===== src/rtl/core_pkg.sv =====
// Shared core constants and types used by the execute-stage multiplier.
package core_pkg;

  localparam int XLEN               = 32;
  localparam int MUL_BITS_PER_CYCLE = 8;

  typedef enum logic [1:0] {
    IDLE,
    BUSY,
    DONE
  } mul_state_t;

endpackage


===== src/rtl/mul_step.sv =====
// One multiply iteration: accumulate a times a narrow multiplier chunk, mod 2^XLEN.
module mul_step #(
  parameter int XLEN           = 32,
  parameter int BITS_PER_CYCLE = 8
) (
  input  logic [XLEN-1:0]           acc,
  input  logic [XLEN-1:0]           a,
  input  logic [BITS_PER_CYCLE-1:0] b_chunk,
  output logic [XLEN-1:0]           sum
);

  logic [XLEN-1:0] bExt;

  always_comb begin
    bExt                       = '0;
    bExt[BITS_PER_CYCLE-1:0]   = b_chunk;
    sum                        = acc + a * bExt;
  end

endmodule


===== src/rtl/mul_stall_unit.sv =====
// Iterative low-half multiplier in Execute; stalls F/D/E while computing and
// keeps the finished result presented for as long as the data cache holds the pipe.
module mul_stall_unit
  import core_pkg::*;
#(
  parameter int XLEN           = core_pkg::XLEN,
  parameter int BITS_PER_CYCLE = core_pkg::MUL_BITS_PER_CYCLE
) (
  input  logic            clk,
  input  logic            rst,
  input  logic            start,
  input  logic            abort,
  input  logic            hold,
  input  logic [XLEN-1:0] op_a,
  input  logic [XLEN-1:0] op_b,
  output logic            mul_stall,
  output logic [XLEN-1:0] result,
  output logic            result_valid
);

  localparam int N  = XLEN / BITS_PER_CYCLE;
  localparam int CW = (N > 1) ? $clog2(N) : 1;

  mul_state_t      state, nextState;
  logic [CW-1:0]   count;
  logic [XLEN-1:0] acc, aReg, bReg, stepSum;

  mul_step #(
    .XLEN          (XLEN),
    .BITS_PER_CYCLE(BITS_PER_CYCLE)
  ) uStep (
    .acc    (acc),
    .a      (aReg),
    .b_chunk(bReg[BITS_PER_CYCLE-1:0]),
    .sum    (stepSum)
  );

  always_ff @(posedge clk) begin
    if (rst) begin
      state <= IDLE;
      count <= '0;
      acc   <= '0;
      aReg  <= '0;
      bReg  <= '0;
    end else begin
      state <= nextState;
      case (state)
        IDLE: begin
          if (start && !abort) begin
            aReg  <= op_a;
            bReg  <= op_b;
            acc   <= '0;
            count <= CW'(N - 1);
          end
        end
        BUSY: begin
          if (!abort) begin
            acc   <= stepSum;
            aReg  <= aReg << BITS_PER_CYCLE;
            bReg  <= bReg >> BITS_PER_CYCLE;
            count <= count - 1'b1;
          end
        end
        default: ;
      endcase
    end
  end

  // DONE deliberately ignores start: the finished MUL is still sitting in E.
  always_comb begin
    nextState = state;
    case (state)
      IDLE:    if (start && !abort) nextState = BUSY;
      BUSY: begin
        if (abort)            nextState = IDLE;
        else if (count == '0) nextState = DONE;
      end
      DONE:    if (abort || !hold) nextState = IDLE;
      default: nextState = IDLE;
    endcase
  end

  always_comb begin
    mul_stall    = 1'b0;
    result_valid = 1'b0;
    result       = acc;
    case (state)
      IDLE:    mul_stall    = start && !abort;
      BUSY:    mul_stall    = !abort;
      DONE:    result_valid = !abort;
      default: ;
    endcase
  end

endmodule


===== config.mk =====
export PLATFORM = sky130hd
export DESIGN_NAME = mul_stall_unit
export DESIGN_NICKNAME = d
export VERILOG_FILES = /design/src/rtl/core_pkg.sv /design/src/rtl/mul_step.sv /design/src/rtl/mul_stall_unit.sv
export SDC_FILE = /design/constraint.sdc
export NUM_CORES = 1
export LEC_CHECK = 0
export ABC_AREA = 1
export BUFFER_PORTS_ARGS = -buffer_cell sky130_fd_sc_hd__buf_2
export CORE_ASPECT_RATIO = 2
export CORE_UTILIZATION = 63
export DETAILED_ROUTE_END_ITERATION = 6
export GPL_TIMING_DRIVEN = 0
export PLACE_DENSITY = 0.83
export SETUP_SLACK_MARGIN = 0.3
export SYNTH_ARGS = -nofsm -noshare
export SYNTH_HDL_FRONTEND = slang
export SYNTH_HIERARCHICAL = 1
export SYNTH_SLANG_ARGS = --single-unit

===== constraint.sdc =====
create_clock -name clk -period 5.78 [get_ports clk]
set_clock_uncertainty 0.05 [all_clocks]
set_input_delay 0.578 -clock clk [delete_from_list [all_inputs] [get_ports clk]]
set_output_delay 0.578 -clock clk [all_outputs]
set_load 0.1 [all_outputs]

* After elaboration in Yosys (flattened, before gate mapping)
Index checks and enable logic that the tools add are counted.
** Cells by class
- Bitwise operators :: 0
- Add/sub/neg operators :: 2
- Equal/unequal tests :: 6
- Muxes and demuxes :: 19
- Shift operators :: 0
- Reductions and logical operators :: 9
- Divide/modulo/power cells :: 0
- $lt $le $gt $ge :: 0
- Multiply operators :: 1
** Operators by type and width (number)
- 32-bit 2-to-1 mux :: 6
- 32-bit case mux with 2 select lines :: 3
- 32-bit adder :: 1
- 32-bit by 8-bit multiplier with 32-bit output :: 1
- 2-bit 2-to-1 mux :: 6
- 2-bit inequality test, second input constant :: 3
- 2-bit case mux with 3 select lines :: 1
- 3-bit AND reduction :: 2
- 2-bit logical NOT :: 2
- 2-bit case mux with 2 select lines :: 1
- 3-bit inequality test, second input constant :: 1
- 2-bit by 1-bit equality test with 1-bit output, second input constant :: 1
- 2-bit equality test, second input constant :: 1
- 1-bit logical NOT :: 2
- 1-bit case mux with 2 select lines :: 1
- 2-bit nonzero test :: 1
- 2-bit by 1-bit subtractor with 2-bit output, second input constant :: 1
- 1-bit logical AND :: 1
- 1-bit logical OR :: 1
- 1-bit 2-to-1 mux :: 1
** Storage, ports and cells
- Memory bits (writable) :: 0
- Memories kept :: 0
- Register bits :: 100
- Word-level logic and storage cells :: 42
- Latch bits :: 0
- ROM bits :: 0
- Bits of input ports :: 69

* Logic depth before layout (Yosys ltp)
Gate-level depths: netlist of the first run.
- Depth in word-level cells :: 4
- Gate-level depth with buffers :: 26
- Mapped depth without buffers :: 24

* Modules after synthesis
The synthesis of the first run kept the hierarchy.
** By module, submodules not included
- mul_step :: sequential area each 0.0 um^2, area each 8335.5 um^2, times used 1, cells each 1218
- mul_stall_unit :: sequential area each 2001.9 um^2, area each 4320.4 um^2, times used 1, cells each 618

* Worst setup path before layout of the first run
Ideal clock, no wire load.
- Path kind :: flip-flop to flip-flop
- Start :: register acc[6] (netlist: result[6])
- End :: register acc[21] (netlist: result[21])
- Slack :: 1.003 ns
- Setup time :: 0.118 ns
- Stages on the path, launching flop included :: 21
- Arrival time :: 4.609 ns
- Period minus slack after synthesis :: 4.777 ns
- Path through :: dfxtp_1 inv_1 fa_1 inv_1 fa_1 inv_1 fa_1 fa_1 inv_1 ha_1 a21oi_1 nand2_1 nand2_1 nand2_1 nand2_1 nand3_2 nand2_1 nand2_1 xor2_1 a22oi_1 nor2_1
** Between the ends
- Cells in the longest elaborated chain, start to end :: 3
** RTL lines
- from (decl) :: RTL line mul_stall_unit.sv:26 : logic [XLEN-1:0] acc, aReg, bReg, stepSum;
- from (signal assigned) :: RTL line mul_stall_unit.sv:58 : acc <= stepSum;
- 32-bit adder :: RTL line mul_step.sv:17 : sum = acc + a * bExt;
- named net stepSum[21] :: RTL line mul_stall_unit.sv:26
- 32-bit 2-to-1 mux :: RTL line mul_stall_unit.sv:57 : if (!abort) begin
- 32-bit case mux with 2 select lines :: RTL line mul_stall_unit.sv:47 : case (state)
The timed path passes the listed nets, and every way through them passes these cells. The select of a mux whose other input is x is not followed.
A chain may end at the register's enable or synchronous reset.

* Final worst setup path of the first run
- Start :: register bReg[2]
- End :: register acc[26] (netlist: result[26])
** Between the ends
- Cells in the longest elaborated chain, start to end :: 4
** RTL lines
- from (decl) :: RTL line mul_stall_unit.sv:26
- from (signal assigned) :: RTL line mul_stall_unit.sv:51 : bReg <= op_b;
- from (signal assigned) :: RTL line mul_stall_unit.sv:60 : bReg <= bReg >> BITS_PER_CYCLE;
- 32-bit by 8-bit multiplier with 32-bit output :: RTL line mul_step.sv:17
- 32-bit adder :: RTL line mul_step.sv:17
- named net stepSum[26] :: RTL line mul_stall_unit.sv:26
- 32-bit 2-to-1 mux :: RTL line mul_stall_unit.sv:57
- 32-bit case mux with 2 select lines :: RTL line mul_stall_unit.sv:47
The timed path passes the listed nets, and every way through them passes these cells. The select of a mux whose other input is x is not followed.

==> impl_results.md, run 1 <==
* Top cells by count, synth: nand2_1, inv_1, fa_1, nor2_1, dfxtp_1
* Area leader, netlist: fa_1
* Startpoint types: flip-flop
* Final nets at 2245
* Critical Setup Path Class: flip-flop to flip-flop
* Initial DRC count at 865
* Final period util at between 90 and 100%
* Xor/xnor cell area share of the yosys netlist at 1.799%
* HP Start: op_b[28]
* Hold path cells at 3
* Most used DFF post-synth: dfxtp_1
* Peak VDD IR at 0.0001971 V
* Count of state elements after synthesis at 100
* Hold EP: bReg[28]
* DRT Pass-1 Iters at 5
* Reg2Reg Setup Slack at 450 ps
* Die area at 20690 sq um
* Global route overflow at 0
* Mapped Cells at roughly 1800
* I/O pin count at 103
* Critical Path Sink Type: flip-flop
* Syn avg cell area at 6.893 sq um
* Power per Cell Area at 197.3 nW/um^2
* Max Cap Viol at 0
* CP Data Required Time at 5990 ps
* Resize count post-CTS at 9
* Synth top area cells: fa_1, dfxtp_1, nand2_1
* Num CTS Buffers at 9
* Relative slew slack at 49.73%
* Final Setup Violations at 0
* Least-Margin Pin Slew at between 700 and 800 ps
* Chip width at 102.2 um
* Port bufs at 101
* Cell variety after synth at 35
* Insertion delay to the later sink of the worst-skew pair at between 300 and 400 ps
* Compound-cell area share of the yosys netlist at 8.848%
* Final wirelength at 39560 um
* Post-CTS Setup Inserts at 0
* Largest family of logic cells by synthesized area: adder cells
* DRC viols at 0
* Routed WL per cell at 17.86 um
* Reg clk slew, reported paths at 80 ps
* Overall Power at 0.002732 W
* P&R area growth vs syn at 9.422%
* H-tree depth at 3
* Vias in the first global route at 12820
* Final Cell Area at 13850 sq um
* FF-to-FF Start: bReg[2]
* Pin count of the biggest net entering global routing at 19
* EDFF count, synth at 0
* Initial cell density of the core at 63.85%
* Post-synthesis simple-gate area fraction at 23.56%
* RSZ-0062 raised after global routing: yes
* Critical path origin: bReg[2]
* Area after DPL at 13490 sq um
* Detail Route Antenna Nets at 0
* GP Congestion at 0.9653
* Mux share of post-synthesis cell area at 0%
* Final slew viol count at 0
* First-pass GRT wire length at 63560 um
* Yosys warnings at 6
* Worst reg2reg endpoint: result[26]
* Achievable Freq at about 190 MHz
* Min Tclk post-route at 5327 ps
* Hold-fix buffers, CTS at 0
* Row count at 73
* DR vias/cell at 5.471
* Hold/Removal Path Class: input port to flip-flop
* Leak Pwr at 8.529 nW
* Tot GR Track Use at about two fifths
* Maximum net fanout on the critical path at 10
* Hold Fails Final Rpt at 0
* Async SR Flop Fraction at 0%
* CTS root buf: clkbuf_16
* Post-DP HPWL at 32110 um
* Fillers at approximately 1800
* Post-Syn Area at ~13000 sq um
* Status: finished, final reports clean
* Layout cells sized above 1 at approximately a tenth
* Top cell type's share of synthesized area at 29.42%
* CTS tree: done
* Diode count at 0
* DR vias at 12119
* CTS sink cnt at 100
* WP data arrival at 5540 ps
* Top-count cell post-synth: nand2_1
* Core area at slightly below 20000 sq um
* Adder-cell share of the synthesized area at between 30% and 40%
* Initial antenna violation count at 0
* FF-to-FF path depth at 20
* Syn nets at 2133
* Sequential-to-total area share from yosys stat at 15.82%
* Die Height at 202.4 um
* Max Buffers Root-to-Sink at 2
-- power breakdown --
group,internal (W),switching [W]
logic,0.000382,0.000904
registers,0.000755,0.0000604
clock network,0.000303,0.000327
total,0.00144,0.00129
-- per-stage QoR --
step / hold WS, ps / setup TNS (ps) / instances / util (%) / worst slack (ps)
finish: 419.6 / 0 / 2215 / 69.87 / 453.1
global route: 425.8 / 0 / 2215 / 69.87 / 274.3
CTS: 414.5 / 0 / 2215 / 69.55 / 309.8
detailed placement: 411.7 / -241.9 / 2199 / 68.06 / -140.1
global placement: 393.9 / -102.4 / 2199 / 68.06 / -67.29
floorplan: 384.6 / 0 / 1836 / - / 1003
-- area by class of cell --
cell class,count,area [sq um],area share (%)
clock buffer,10,229.0,1.653
clock inverter,6,55.05,0.3975
timing repair buffer,101,505.5,3.650
buffer,100,459.2,3.316
tap,262,327.8,2.367
sequential,100,2002,14.46
inverter,439,1648,11.90
multi-input combinational,1197,8622,62.26
-- worst max path at each step --
stage          depth (start not counted)  slack (ps)    endpoint
2_1_floorplan                         20        1000  result[21]
3_3_place_gp                          22         -70  result[31]
3_5_place_dp                          22        -140  result[31]
4_1_cts                               22         310  result[31]
5_1_grt                               22         270  result[31]
6_report                              20         450  result[26]
-- placed cells by master, fill, tap and decap left out, types with 3 or more instances in the layout --
cell type / instances
inv_2: 6
a21oi_2: 4
nand2_2: 6
xnor2_1: 8
buf_2: 132
a22oi_1: 32
nor2_1: 157
fa_1: 186
a21o_1: 5
clkbuf_2: 12
a21oi_1: 52
o21ai_0: 97
nand2_1: 486
clkbuf_16: 9
buf_4: 6
nand4_1: 9
nand3_2: 4
inv_1: 433
nor2_2: 6
nor2_4: 4
ha_1: 42
nand3_1: 61
o21ai_1: 3
dfxtp_1: 100
xor2_1: 18
clkbuf_1: 48
-- routing by layer --
metal  GRT usage, %  wire length, um
met5         0.7692                0
met4          36.53             3791
met3          7.538             2421
met2          70.30            20100
met1          42.38            13250
-- kinds of logic after synthesis --
logic type               count (synthesis)
AND/OR/NAND/NOR                        742
buffers and inverters                  539
adder cells (fa/ha/maj)                228
AO/OA/AOI/OAI                          201
flip-flops                             100
XOR/XNOR                                26
-- critical path: stages, from the launching register on --
cell      delay [ps]
dfxtp_1          390
buf_2            290
clkbuf_4         310
nand2_1          110
fa_1             520
fa_1             570
inv_1             60
fa_1             480
inv_1             50
fa_1             480
inv_1             40
ha_1             320
a21oi_1          290
o21ai_0          190
a21oi_2          250
or2_1            250
nand3_1           90
nand2_1           70
nand2_1           50
a22oi_1          260
nor2_1            90
-- sequential cells by signal (all words and copies together), names as in the netlist --
signal,count
count,2
aReg,32
result,32
state,2
bReg,32
Note: power is estimated with default switching activity, not from simulation.
==> run 2: changes to the inputs <==
- CORE_UTILIZATION: 63 -> 50
- PLACE_DENSITY: 0.83 -> 0.76
==> run 2 against run 1 <==
  * Sequential share of layout area shrank 0.078 points
  * Highest routed layer unchanged
  * Setup slack got worse by 23 ps
  * Count of clock-buffer cells in the layout grew 1
  * Final cell count grew 3.3%
  * Critical path depth is 1 higher
  * Non-clock buffer count unchanged
  * Combinational power about the same
  * Die area grew 26%
  * Clock power decreased by 2%
  * First-iteration DRC count is 9.0% lower
  * Worst hold slack better by 3.2 ps
  * Power shrank 0.27%
==> impl_results.md, run 2 (synthesis results as in run 1) <==
* Status: finished, final reports clean
* Final setup TNS at 0 ps (unchanged)
* Diode count at 0 (unchanged)
* WP data arrival at 5570 ps (+30 ps)
* Reg2Reg Setup Slack at 430 ps (-20 ps)
* Core area at 24930 sq um (+26%)
* Hold slack at 422.8 ps (+3.161 ps)
* Most Crowded Layer GR: met2
* Die area at 25990 sq um (+26%)
* GR met3 Demand/Resource at 4.792% (-2.7 points)
* Row count at 82 (+12%)
* CP bufs+invs at 5 (unchanged)
* Post-route insts no fill at 2288 (+3.3%)
* Relative slew slack at 38.34% (-11 points)
* Top delay family on crit path: adder cells
* Maximum net fanout on the critical path at 10 (unchanged)
* Layout cells sized above 1 at 10.14% (-0.20 points)
* DR vias at 11913 (-1.7%)
* Peak VDD IR at 0.0001675 V (-15%)
* Die Height at 227.0 um (+12%)
* P&R area growth vs syn at 10.02%
* Hold/Removal Path Class: flip-flop to flip-flop
* Global route overflow at 0 (unchanged)
* Final Cell Area at 13920 sq um (+0.54%)
* Vias in the first global route at 12556 (-2.1%)
* HP Start: count[1]
* CTS sink cnt at 100 (unchanged)
* Met1 usage at 31.13% (-11 points)
* DRT Pass-1 Iters at 7 (+2)
* Max Cap Viol at 0 (unchanged)
* FF-to-FF path depth at 21 (+5.0%)
* GP Congestion at 0.9971 (+3.3%)
* Port bufs at 101 (unchanged)
* Power per Cell Area at 195.7 nW/um^2 (-0.80%)
* Insertion delay to the later sink of the worst-skew pair at 380 ps (about the same)
* Met2 GRT Util at 60.65% (-9.7 points)
* Hold path cells at 2 (-1)
* Critical path depth at 21 (+5.0%)
* Most common cell after layout, fill and taps aside: nand2_1
* Chip width at 114.5 um (+12%)
* Tot GR Track Use at 32.54% (-9.0 points)
* Area after DPL at 13580 sq um (+0.69%)
* Final period util at 92.56% (+0.40 points)
* Hold EP: count[1]
* Worst reg2reg endpoint: result[31]
* Worst path cell trace: clkbuf_4 > clkbuf_4 > nand2_1 > fa_1 > inv_1 > fa_1 > fa_1 > inv_1 > fa_1 > inv_1 > ha_1 > a21oi_1 > o21ai_0 > nand2_1 > nand3_2 > nand2_1 > nand2_1 > nand3_1 > nand2_1 > a22oi_1 > nor2_1
* First-pass GRT wire length at 63050 um (-0.80%)
* Critical Setup Path Class: flip-flop to flip-flop
* Critical-path top delay cell: fa_1
* CTS root buf: clkbuf_16
* RSZ-0062 raised after global routing: yes
* Final nets at 2245 (unchanged)
* Num CTS Buffers at 9 (unchanged)
* Resize count post-CTS at 16 (+7)
* DRC viols at 0 (unchanged)
* Hold Fails Final Rpt at 0 (unchanged)
* CTS tree: done
* CP Data Required Time at 6000 ps (about the same)
* Cell with the most instances on the worst path: nand2_1
* Least-Margin Pin Slew at 924.9 ps (+170.8 ps)
* Hold-fix buffers, CTS at 0 (unchanged)
* Startpoint types: flip-flop
* Pin count of the biggest net entering global routing at 17 (-2)
* Post-CTS Setup Inserts at 0 (unchanged)
* Min Tclk post-route at 5350 ps (+23.33 ps)
* Critical Path Sink Type: flip-flop
* Final Setup Violations at 0 (unchanged)
* DR vias/cell at 5.207 (-4.8%)
* Detail Route Antenna Nets at 0 (unchanged)
* Initial cell density of the core at 50.76% (-13 points)
* Core Util, Final at 55.85% (-14 points)
* Placed Cells incl. Taps at 2273 (+3.4%)
* Final wirelength at 39960 um (+1.0%)
* Worst path max stage delay at 570 ps (about the same)
* Reg clk slew, reported paths at 80 ps (about the same)
* H-tree depth at 3 (unchanged)
* Final slew viol count at 0 (unchanged)
* Achievable Freq at 186.9 MHz (-0.44%)
* Max Buffers Root-to-Sink at 2 (unchanged)
* FF-to-FF Start: bReg[2]
* Post-DP HPWL at 33160 um (+3.3%)
* Most frequent cells in the layout: nand2_1, inv_1, fa_1
* Leak Pwr at 8.515 nW (-0.16%)
* Initial antenna violation count at 0 (unchanged)
* I/O pin count at 103 (unchanged)
* Initial DRC count at 787 (-9.0%)
* Routed WL per cell at 17.46 um (-2.2%)
## run 2: cell type report
type / count / area, sq um
Tap cell: 336 / 420.4
Sequential cell: 100 / 2002
Multi-Input combinational cell: 1197 / 8602
Inverter: 439 / 1648
Buffer: 100 / 469.2
Fill cell: 2393 / 11010
Timing Repair Buffer: 101 / 505.5
Clock buffer: 11 / 242.7
Clock inverter: 4 / 33.78
## run 2: worst max path at each step
stage                         start         end  slack (ps)
after floorplan           result[6]  result[21]        1000
after global placement      bReg[2]  result[31]        -170
after detailed placement    bReg[2]  result[31]        -190
after CTS                   bReg[7]  result[31]         350
after global routing        bReg[2]  result[31]         290
final                       bReg[2]  result[31]         430
## run 2: routing by layer
layer,up-vias,wire length [um]
li1,5599,-
met1,5652,13500
met2,476,20880
met3,186,1889
met4,0,3696
met5,-,0
## run 2: worst reg2reg max path, stage by stage (launching register included)
cell      delay [ps]
dfxtp_1          390
clkbuf_4         280
clkbuf_4         290
nand2_1          110
fa_1             440
inv_1             80
fa_1             450
fa_1             570
inv_1             50
fa_1             480
inv_1             40
ha_1             340
a21oi_1          280
o21ai_0          170
nand2_1          100
nand3_2          210
nand2_1          120
nand2_1          140
nand3_1          120
nand2_1          200
a22oi_1          250
nor2_1            70
## run 2: through the flow
step                setup slack [ps]  total power [W]
finish                         429.7         0.002725
global route                   285.5         0.002887
CTS                            345.1         0.002710
detailed placement            -192.8         0.002094
global placement              -167.1         0.002067
floorplan                       1003         0.001738
## run 2: power breakdown
| group | switching, W | internal (W) |
|---|---|---|
| Clock | 0.000312 | 0.000306 |
| Sequential | 0.0000596 | 0.000755 |
| Combinational | 0.000910 | 0.000382 |
==> run 3: changes to the inputs <==
==> constraint.sdc (replaced) <==
create_clock -name clk -period 5.78 [get_ports clk]
set_clock_uncertainty 0.05 [all_clocks]
set_input_delay 1.734 -clock clk [delete_from_list [all_inputs] [get_ports clk]]
set_output_delay 1.734 -clock clk [all_outputs]
set_load 0.1 [all_outputs]
==> run 3 against run 2 <==
  * Core utilization about the same
  * First-iteration DRC count down 10%
  * Non-clock buffer count unchanged
  * Sequential power about the same
  * Sequential cell count unchanged
  * Count of clock-buffer cells in the layout down 1
  * Cell area about the same
  * Largest power group unchanged
==> impl_results.md, run 3 (synthesis results as in run 1) <==
* Maximum net fanout on the critical path at 10 (unchanged)
* Achievable Freq at 187.7 MHz (+0.41%)
* CTS tree: done
* Tot GR Track Use at 32.37% (-0.17 points)
* Critical Setup Path Class: flip-flop to flip-flop
* I/O pin count at 103 (unchanged)
* Startpoint types: flip-flop
* First-pass GRT wire length at 62500 um (-0.86%)
* Least-Margin Pin Slew at 843.4 ps (-81.44 ps)
* Top delay family on crit path: adder cells
* Reg2Reg Setup Slack at 450 ps (+20 ps)
* Port bufs at 101 (unchanged)
* Leak Pwr at 8.517 nW (about the same)
* HP Start: bReg[27]
* Initial antenna violation count at 0 (unchanged)
* Hold path cells at 2 (unchanged)
* Final wirelength at 40050 um (+0.22%)
* Sw Pwr at 0.001283 W (about the same)
* Min Tclk post-route at 5328 ps (-21.77 ps)
* Max Cap Viol at 0 (unchanged)
* FF-to-FF path depth at 22 (+4.8%)
* Clock power frac at 22.8% (about the same)
* Worst path cell trace: buf_2 > clkbuf_4 > nand2_1 > inv_1 > fa_1 > fa_1 > fa_1 > inv_1 > fa_1 > inv_1 > ha_1 > nand2_1 > o21bai_2 > inv_1 > nand3_2 > nand2_1 > nand2_1 > inv_1 > nand2_1 > nand2_1 > a22oi_1 > nor2_1
* Initial DRC count at 705 (-10%)
* Area occupied by multi-input gates at 8606 sq um (about the same)
* DRC viols at 0 (unchanged)
* CTS root buf: clkbuf_16
* Die Height at 227.0 um (unchanged)
* Hold slack at 433.5 ps (+10.72 ps)
* Power per Cell Area at 195.9 nW/um^2 (+0.10%)
* Die area at 25990 sq um (unchanged)
* Vias in the first global route at 12648 (+0.73%)
* Final slew viol count at 0 (unchanged)
* Most frequent cells in the layout: nand2_1, inv_1, fa_1
* Max Buffers Root-to-Sink at 2 (unchanged)
* Hold EP: bReg[27]
* Critical-path top delay cell: fa_1
* Final worst setup slack at 451.5 ps (+21.77 ps)
* DR vias at 11898 (-0.13%)
* Chip width at 114.5 um (unchanged)
* Seq pwr share at 29.9% (about the same)
* Post-CTS Setup Inserts at 0 (unchanged)
* Core area at 24930 sq um (unchanged)
* Critical Path Sink Type: flip-flop
* Relative slew slack at 43.77% (+5.4 points)
* Post-DP HPWL at 33310 um (+0.45%)
* Detail Route Antenna Nets at 0 (unchanged)
* Cell Int Power at 0.001445 W (+0.14%)
* Hold/Removal Path Class: flip-flop to flip-flop
* Worst path max stage delay at 520 ps (-50 ps)
* Combinational Power Share at 47.3% (about the same)
* Hold Fails Final Rpt at 0 (unchanged)
* Final Setup Violations at 0 (unchanged)
* Final nets at 2245 (unchanged)
* Most common cell after layout, fill and taps aside: nand2_1
* Final period util at 92.19% (-0.38 points)
* Resize count post-CTS at 11 (-5)
* CTS sink cnt at 100 (unchanged)
* Critical path depth at 22 (+4.8%)
* FF-to-FF Start: bReg[3]
* CP Data Required Time at 5990 ps (about the same)
* DR vias/cell at 5.200 (-0.13%)
* Register Area at 2002 sq um (unchanged)
* P&R area growth vs syn at 10.02% (about the same)
* Global route overflow at 0 (unchanged)
* GP Congestion at 0.9814 (-1.6%)
* Fillers at 2417 (+1.0%)
* Cell with the most instances on the worst path: nand2_1
* Placement Setup Slack at -386.1 ps (-193.3 ps)
* Insertion delay to the later sink of the worst-skew pair at 380 ps (about the same)
* DRT Pass-1 Iters at 6 (-1)
* CP bufs+invs at 7 (+2)
* Reg clk slew, reported paths at 70 ps (about the same)
* Pin count of the biggest net entering global routing at 18 (+1)
* Net Sw Frac at 47.02% (about the same)
* Status: finished, final reports clean
* Layout cells sized above 1 at 10.09% (-0.051 points)
* Num CTS Buffers at 9 (unchanged)
* Diode count at 0 (unchanged)
* Row count at 82 (unchanged)
* H-tree depth at 3 (unchanged)
* Worst reg2reg endpoint: result[31]
* Initial cell density of the core at 50.76% (unchanged)
* RSZ-0062 raised after global routing: yes
* WP data arrival at 5540 ps (-30 ps)
* Hold-fix buffers, CTS at 0 (unchanged)
* Routed WL per cell at 17.50 um (+0.22%)
* Peak VDD IR at 0.0002065 V (+23%)
-- run 3: changes by cell type in the layout (fill, tap and decap cells not counted), moves of 2 or more --
cell / previous run / this run
clkbuf_4: 6 / 4
clkinv_4: 2 / 0
a21oi_1: 53 / 55
a21oi_2: 3 / 1
nor2_2: 6 / 4
clkbuf_2: 9 / 12
-- run 3: metal layers --
layer | track usage (%) | vias up | part of all wire, %
li1 | - | 5590 | -
met1 | 30.39 | 5643 | 33
met2 | 60.65 | 487 | 53
met3 | 3.967 | 178 | 4.9
met4 | 28.15 | 0 | 9.2
met5 | 0 | - | 0
-- run 3: worst max path at each step --
stage / start / to
6_report: bReg[3] / result[31]
5_1_grt: bReg[3] / result[31]
4_1_cts: bReg[2] / result[31]
3_5_place_dp: bReg[2] / result[31]
3_3_place_gp: bReg[2] / result[31]
2_1_floorplan: result[6] / result[21]
-- run 3: power groups by stage --
stage / logic [W] / registers [W] / clock network [W]
floorplan: 0.000775 / 0.000964 / 0
global placement: 0.00124 / 0.000828 / 0
detailed placement: 0.00126 / 0.000829 / 0
CTS: 0.00127 / 0.000814 / 0.000630
global route: 0.00142 / 0.000823 / 0.000651
finish: 0.00129 / 0.000815 / 0.000622
-- run 3: layout make-up --
type	instances	share of cell area (%)
Multi-Input combinational cell	1197	61.80
Sequential cell	100	14.38
Inverter	439	11.83
Timing Repair Buffer	101	3.630
Buffer	100	3.307
Tap cell	336	3.019
Clock buffer	10	1.716
Clock inverter	5	0.3145
-- run 3: per-stage QoR --
stage	area [sq um]	setup TNS, ps	utilization (%)	total power [W]	cells
6_report	13920	0	55.85	0.002728	2288
5_1_grt	13920	0	55.85	0.002889	2288
4_1_cts	13890	0	55.72	0.002716	2288
3_5_place_dp	13590	-702.7	54.50	0.002093	2273
3_3_place_gp	13590	-428.9	54.50	0.002066	2273
2_1_floorplan	12660	0	-	0.001739	1836
-- run 3: worst register-to-register path, stage by stage (launching register included) --
cell	delay (ps)
dfxtp_1	360
buf_2	300
clkbuf_4	320
nand2_1	70
inv_1	90
fa_1	460
fa_1	520
fa_1	510
inv_1	50
fa_1	470
inv_1	40
ha_1	350
nand2_1	160
o21bai_2	340
inv_1	90
nand3_2	190
nand2_1	80
nand2_1	160
inv_1	60
nand2_1	60
nand2_1	170
a22oi_1	240
nor2_1	70
